[config.mk]
export PLATFORM = sky130hd
export DESIGN_NAME = hazard_ctrl
export DESIGN_NICKNAME = d
export VERILOG_FILES = /design/src/rtl/hazard_ctrl.sv
export SDC_FILE = /design/constraint.sdc
export NUM_CORES = 1
export LEC_CHECK = 0
export BUFFER_PORTS_ARGS = -buffer_cell sky130_fd_sc_hd__buf_2
export CAP_MARGIN = 20
export CORE_MARGIN = 5
export CORE_UTILIZATION = 35
export DETAILED_ROUTE_END_ITERATION = 10
export PLACE_DENSITY_LB_ADDON = 0.2
export SETUP_SLACK_MARGIN = 0.5
export SLEW_MARGIN = 20
export SYNTH_ARGS = -nofsm -noshare
export SYNTH_HDL_FRONTEND = slang
export SYNTH_SLANG_ARGS = --single-unit
[constraint.sdc]
create_clock -name clk -period 2.4 [get_ports clk]
set_input_delay 0.12 -clock clk [delete_from_list [all_inputs] [get_ports clk]]
set_output_delay 0.12 -clock clk [all_outputs]
set_load 0.01 [all_outputs]
[src/rtl/hazard_ctrl.sv]
// Pipeline sequencing controller for the 5-stage RV32 core: register enables,
// bubble flushes, mul/div occupancy FSM and a stall-cycle performance counter.
module hazard_ctrl #(
  parameter int MD_CYCLES  = 4,
  parameter int REG_ADDR_W = 5,
  parameter int CNT_W      = 32
) (
  input  logic                  clk,
  input  logic                  rst,
  input  logic [REG_ADDR_W-1:0] id_rs1,
  input  logic [REG_ADDR_W-1:0] id_rs2,
  input  logic                  id_use_rs1,
  input  logic                  id_use_rs2,
  input  logic [REG_ADDR_W-1:0] ex_rd,
  input  logic                  ex_mem_read,
  input  logic                  ex_md_start,
  input  logic                  ex_branch_taken,
  input  logic                  mem_req,
  input  logic                  dmem_ready,
  output logic                  pc_wr_en,
  output logic                  ifid_wr_en,
  output logic                  idex_wr_en,
  output logic                  exmem_wr_en,
  output logic                  memwb_wr_en,
  output logic                  ifid_flush,
  output logic                  idex_flush,
  output logic                  exmem_flush,
  output logic                  md_busy,
  output logic                  md_done,
  output logic [CNT_W-1:0]      stall_cnt
);

  typedef enum logic {RUN = 1'b0, MD_BUSY = 1'b1} state_t;

  state_t     state, state_nxt;
  logic [7:0] md_cnt, md_cnt_nxt;

  logic freeze, md_stall, md_rel, load_use;

  assign freeze   = mem_req && !dmem_ready;
  assign md_stall = (state == RUN && ex_md_start) || (state == MD_BUSY && md_cnt != 8'd0);
  assign md_rel   = (state == MD_BUSY) && (md_cnt == 8'd0);
  assign load_use = ex_mem_read && (ex_rd != '0) &&
                    ((id_use_rs1 && id_rs1 == ex_rd) || (id_use_rs2 && id_rs2 == ex_rd));

  // State register; reset mid-op simply abandons the mul/div.
  always_ff @(posedge clk) begin
    if (!rst) begin
      state     <= RUN;
      md_cnt    <= 8'd0;
      stall_cnt <= '0;
    end else begin
      state  <= state_nxt;
      md_cnt <= md_cnt_nxt;
      if (!pc_wr_en) stall_cnt <= stall_cnt + CNT_W'(1);
    end
  end

  // Start cycle counts as one of MD_CYCLES, release cycle as another.
  always_comb begin
    state_nxt  = state;
    md_cnt_nxt = md_cnt;
    if (!freeze) begin
      if (md_stall) begin
        if (state == RUN) begin
          state_nxt  = MD_BUSY;
          md_cnt_nxt = 8'(MD_CYCLES - 2);
        end else begin
          md_cnt_nxt = md_cnt - 8'd1;
        end
      end else if (md_rel) begin
        state_nxt = RUN;
      end
    end
  end

  always_comb begin
    pc_wr_en    = 1'b1;
    ifid_wr_en  = 1'b1;
    idex_wr_en  = 1'b1;
    exmem_wr_en = 1'b1;
    memwb_wr_en = 1'b1;
    ifid_flush  = 1'b0;
    idex_flush  = 1'b0;
    exmem_flush = 1'b0;
    md_busy     = (state == MD_BUSY);
    md_done     = 1'b0;
    if (!rst) begin
      pc_wr_en    = 1'b0;
      ifid_wr_en  = 1'b0;
      idex_wr_en  = 1'b0;
      exmem_wr_en = 1'b0;
      memwb_wr_en = 1'b0;
      md_busy     = 1'b0;
    end else if (freeze) begin
      pc_wr_en    = 1'b0;
      ifid_wr_en  = 1'b0;
      idex_wr_en  = 1'b0;
      exmem_wr_en = 1'b0;
      memwb_wr_en = 1'b0;
    end else if (md_stall) begin
      // Hold the front end, push a bubble out of EX behind the mul/div.
      pc_wr_en    = 1'b0;
      ifid_wr_en  = 1'b0;
      idex_wr_en  = 1'b0;
      exmem_flush = 1'b1;
    end else if (md_rel) begin
      md_done = 1'b1;
    end else if (ex_branch_taken) begin
      ifid_flush = 1'b1;
      idex_flush = 1'b1;
    end else if (load_use) begin
      pc_wr_en   = 1'b0;
      ifid_wr_en = 1'b0;
      idex_flush = 1'b1;
    end
  end

endmodule

# [After elaboration in Yosys (flattened, before gate mapping)]
# Index checks and enable logic that the tools add are counted.
# W data, S select, Z words.
[op_classes] add_sub_neg=2 n_eq_ne=2 muxes=33 n_bitwise=2 reduce_logical=17
[op_table] op="$add A32 B1 Y32 const B" n=1
[op_table] op="$mux W1" n=32
[op_table] op="$eq A5 B5 Y1" n=2
[op_table] op="$logic_and A1 B1 Y1" n=8
[op_table] op="$logic_not A8 Y1" n=1
[op_table] op="$mux W8" n=1
[op_table] op="$reduce_bool A8 Y1" n=1
[op_table] op="$sub A8 B1 Y8 const B" n=1
[op_table] op="$reduce_bool A5 Y1" n=1
[op_table] op="$reduce_and A2 Y1" n=2
[op_table] op="$logic_or A1 B1 Y1" n=2
[op_table] op="$not A1 Y1" n=2
[op_table] op="$reduce_bool A2 Y1" n=1
[op_table] op="$logic_not A1 Y1" n=1
[word_totals] ff_bits=41 input_bits=24 out_inout_bits=42 wordCells=59

# [Depth between registers and ports, before layout]
[logic_depth] word_depth=10 depth_mapped=10 depth_no_buf=8

# [Worst setup path after synthesis]
# No wires, ideal clock.
[synth_timing] path_kind="register to register" startpoint="reg md_cnt[0]" endpoint="reg stall_cnt[31]" arrival_time_ps=1952 required_ps=2330 setup_slack_ps=378 stages_incl_launch_ff=10 synth_period_minus_slack_ps=2022 path_cell_list="dfxtp_1 -> inv_1 -> ha_1 -> nor4bb_1 -> and2_4 -> o21a_4 -> a21boi_4 -> buf_6 -> or4_1 -> a21oi_1"
[synth_via] elab_chain_len=6
[synth_rtl] element="start: declaration" line_no="36" rtl="logic [7:0] md_cnt, md_cnt_nxt;"
[synth_rtl] element="start signal: assignment" line_no="54" rtl="md_cnt <= md_cnt_nxt;"
[synth_rtl] element="$logic_not A8 Y1 / $reduce_bool A8 Y1 (equally long branches)" line_no="42, 41"
[synth_rtl] element="$logic_and A1 B1 Y1, on equally long branches" line_no="42, 41"
[synth_rtl] element="$mux W1 / $logic_or A1 B1 Y1 (equally long branches)" line_no="107, 41"
[synth_rtl] element="$mux W1 *" line_no="101" rtl="end else if (md_stall) begin"
[synth_rtl] element="$mux W1 *" line_no="95" rtl="end else if (freeze) begin"
[synth_rtl] element="$mux W1 *" line_no="88" rtl="if (!rst) begin"
[synth_rtl] element="end signal: assignment" line_no="55" rtl="if (!pc_wr_en) stall_cnt <= stall_cnt + CNT_W'(1);"
[synth_rtl] element="end: declaration" line_no="30" rtl="output logic [CNT_W-1:0] stall_cnt"
# Mark *: on every way between the ends. The rest lies on a longest branch, timed or not.
# A chain may end at the register's enable or synchronous reset.

# [Worst setup path in the final report]
[layout_timing] startpoint="reg md_cnt[1]" endpoint="reg stall_cnt[30]"
# The elaborated chain is that of the path after synthesis.

==> impl_metrics.tcl <==
set metrics [dict create \
    crit_cells 10 \
    drive_gt1_share_pct 39.66 \
    syn_nets 295 \
    grt_pass1_wl_um 10650 \
    tritoncts "built" \
    vias 2331 \
    numPortBuffers 65 \
    die_h_um 90.15 \
    endpoint "stall_cnt[30]" \
    syn_inst 268 \
    grt_use_total_pct 15.30 \
    netlist_area_mm2 0.002248 \
    antenna_found_initial 0 \
    yosys.cell_count.top_type "dfxtp_1" \
    setup_tns_ns 0 \
    p_int_uw 1230 \
    ir_worst_vdd_v 0.0003449 \
    clk_pin_slew_ns 0.08 \
    drcViolationCount 0 \
    synthFlopType "dfxtp_1" \
    regToRegSetupSlack_ns 0.28 \
    max_slew_margin_pct 68.79 \
    reg2reg_from "md_cnt[1]" \
    slowest_stage "or4_1" \
    switching_share_pct 27.99 \
    cts_max_level 2 \
    nNetsFinal 380 \
    power.density_mw_per_mm2 544.7 \
    async_flop_share_pct 0 \
    outcome "completed" \
    die_w_um 90.15 \
    layout_min_cycle_time_ns 2.122 \
    startpoint "md_cnt[1]" \
    place.detailed.hpwl_um 4107 \
    initial_core_util_pct 35.61 \
    synth_common_cells "41 x dfxtp_1, 29 x a21oi_1, 21 x nand2_1" \
    seq_area_frac_synth_pct 36.51 \
    cts.sinks 41 \
    fmaxAchievable_mhz 471.2 \
    slowest_delay_ns 0.46 \
    critPathTopFamily "simple AND/OR/NAND/NOR gates" \
    numCtsBuffers 5 \
    critPathMaxFanout 6 \
    p_clk_share_pct 32.2 \
    clk_latency_ns 0.30 \
    startpoint_type "register" \
    netlist-cell-type-count 47 \
    ff2ff_path_depth 10 \
    grt_max_degree 34 \
    worstPathRequired_ns 2.64 \
    core_mm2 0.006314 \
    die-area_mm2 0.008127 \
    synth_seq_cells 41 \
    placed_cell_area_mm2 0.002666 \
    fin_crit_sh_pct 88.42 \
    reg2reg_to "stall_cnt[30]" \
    yosys.area.top_type "dfxtp_1" \
    ios 66 \
    synth_top_area_share_pct 36.51 \
    leakage_uw 0.001258 \
    hp-class "input pin to register" \
    end_kind "register" \
    worst_pin_slew_ns 0.4650 \
    hold_violations 0 \
    wl_um 6498 \
    synthToLayoutAreaGrowth_pct 39.45 \
    setup_violations 0 \
    grt_pass1_vias 2223 \
    drv_cap 0 \
    via_per_inst 5.421 \
    rsz0062_at_grt "true" \
    yosys_warnings 0 \
    cp_cell_sequence "inv_2 > ha_4 > nor4bb_4 > and2_4 > o21a_4 > a21boi_4 > buf_12 > buf_16 > or4_1 > a21oi_1" \
    overflow 0 \
    root_buffer "clkbuf_8" \
    synth_area_per_cell_um2 8.390 \
    place_congestion 0.7311 \
    cts_buffer_depth 2 \
    skew_ns 0.006210 \
    first_pass_iters 4 \
    rows 29 \
    p_sw_uw 478.0 \
    route.antenna.remaining_nets 0 \
    drt-wirelength-per-cell_um 15.11 \
    total_power_uw 1708 \
    critPathBufInv 3 \
    pwr-share-comb_pct 23.9 \
    finalMaxSlewViolations 0 \
    pwr-share-seq_pct 43.9 \
    crit_type "register to register" \
    antennaDiodeCount 0 \
    stdcell_area_mm2 0.003136 \
    drtIter0Drc 117 \
    synth_edf_count 0 \
    yosys-top-cells-area "dfxtp_1 37%, a21oi_1 6.5%, or3_1 5.6%, xnor2_1 5.1%, nand4_1 3.6%" \
    cp.arrival_ns 2.36 \
    timing.hold.ws_ns 0.1666 \
]
## registers in the layout, summed over array words and instances (netlist names)
name / count
md_cnt: 8
state: 1
stall_cnt: 32
## power groups by stage
stage               sequential (uW)  clock [uW]  combinational (uW)
floorplan                       763           0                 223
global placement                765           0                 295
detailed placement              766           0                 300
CTS                             751         564                 382
global route                    756         587                 441
finish                          750         551                 408
## metal layers
layer,global-route usage [%],vias up,routed length (um)
met1,18.99,1090,2839
met2,25.67,67,3146
met4,4.467,0,84
li1,-,1164,-
met5,0,-,0
met3,4.341,10,428
## cell type report
cell class	count	area, um^2
Fill cell	628	3178
Inverter	4	15.01
Tap cell	77	96.34
Sequential cell	41	837.1
Clock inverter	2	35.03
Multi-Input combinational cell	209	1441
Clock buffer	5	68.82
Timing Repair Buffer	92	641.9
## through the flow
step	std cells	worst slack [ns]	utilization (%)
CTS	421	0.2888	47.64
floorplan	268	0.4544	-
finish	430	0.2779	49.66
detailed placement	403	0.2938	42.23
global route	430	0.2246	49.66
global placement	403	0.3394	42.23
## timing repair
| action | CTS | global route |
|---|---|---|
| buffers inserted | 8 | 8 |
| resized for setup | 25 | 21 |
| pin swaps | 18 | 9 |
| setup endpoints to repair | 33 | 35 |
| hold buffers | 0 | 0 |
| cloned | 3 | 1 |
## kinds of logic after synthesis
logic type | share of synthesized area, %
DFF | 36.51
and+or+nand+nor | 30.66
adders and majority gates | 1.670
xor gates and xnor gates | 6.622
muxes | 0.9460
AOI/OAI and AO/OA | 18.59
buffers and inverters | 5.007
## cell usage in the layout, fill, tap and decap left out, types with 2 or more instances in the layout
cell / count
and3_1: 6
nand3_1: 7
nand2b_1: 2
xnor2_1: 13
dfxtp_4: 2
or3_1: 19
dfxtp_2: 7
o21ai_0: 4
and4_1: 3
or4_1: 10
a21oi_1: 27
and2_1: 5
buf_2: 65
buf_12: 2
and2_4: 2
nand4_1: 13
o21ai_2: 10
and2b_1: 2
o21ai_1: 7
clkbuf_8: 5
dfxtp_1: 32
buf_16: 3
nand2_1: 21
nor2_1: 15
nor3_1: 2
buf_4: 19
o31ai_1: 8
inv_2: 2
xor2_1: 4
a21oi_2: 2
## tightest hold or removal path, stage by stage
cell	delay, ns
buf_2	0.15
o311ai_2	0.09
o41ai_2	0.06
## worst min path at each step
stage	startpoint	end	slack [ns]	cells past startpoint
global route	rst	stall_cnt[16]	0.18	3
CTS	rst	stall_cnt[16]	0.16	3
global placement	rst	stall_cnt[16]	0.45	3
detailed placement	rst	stall_cnt[16]	0.45	3
finish	rst	stall_cnt[16]	0.17	3
floorplan	rst	stall_cnt[16]	0.27	2
No activity file was read; power rests on OpenSTA's default activity.
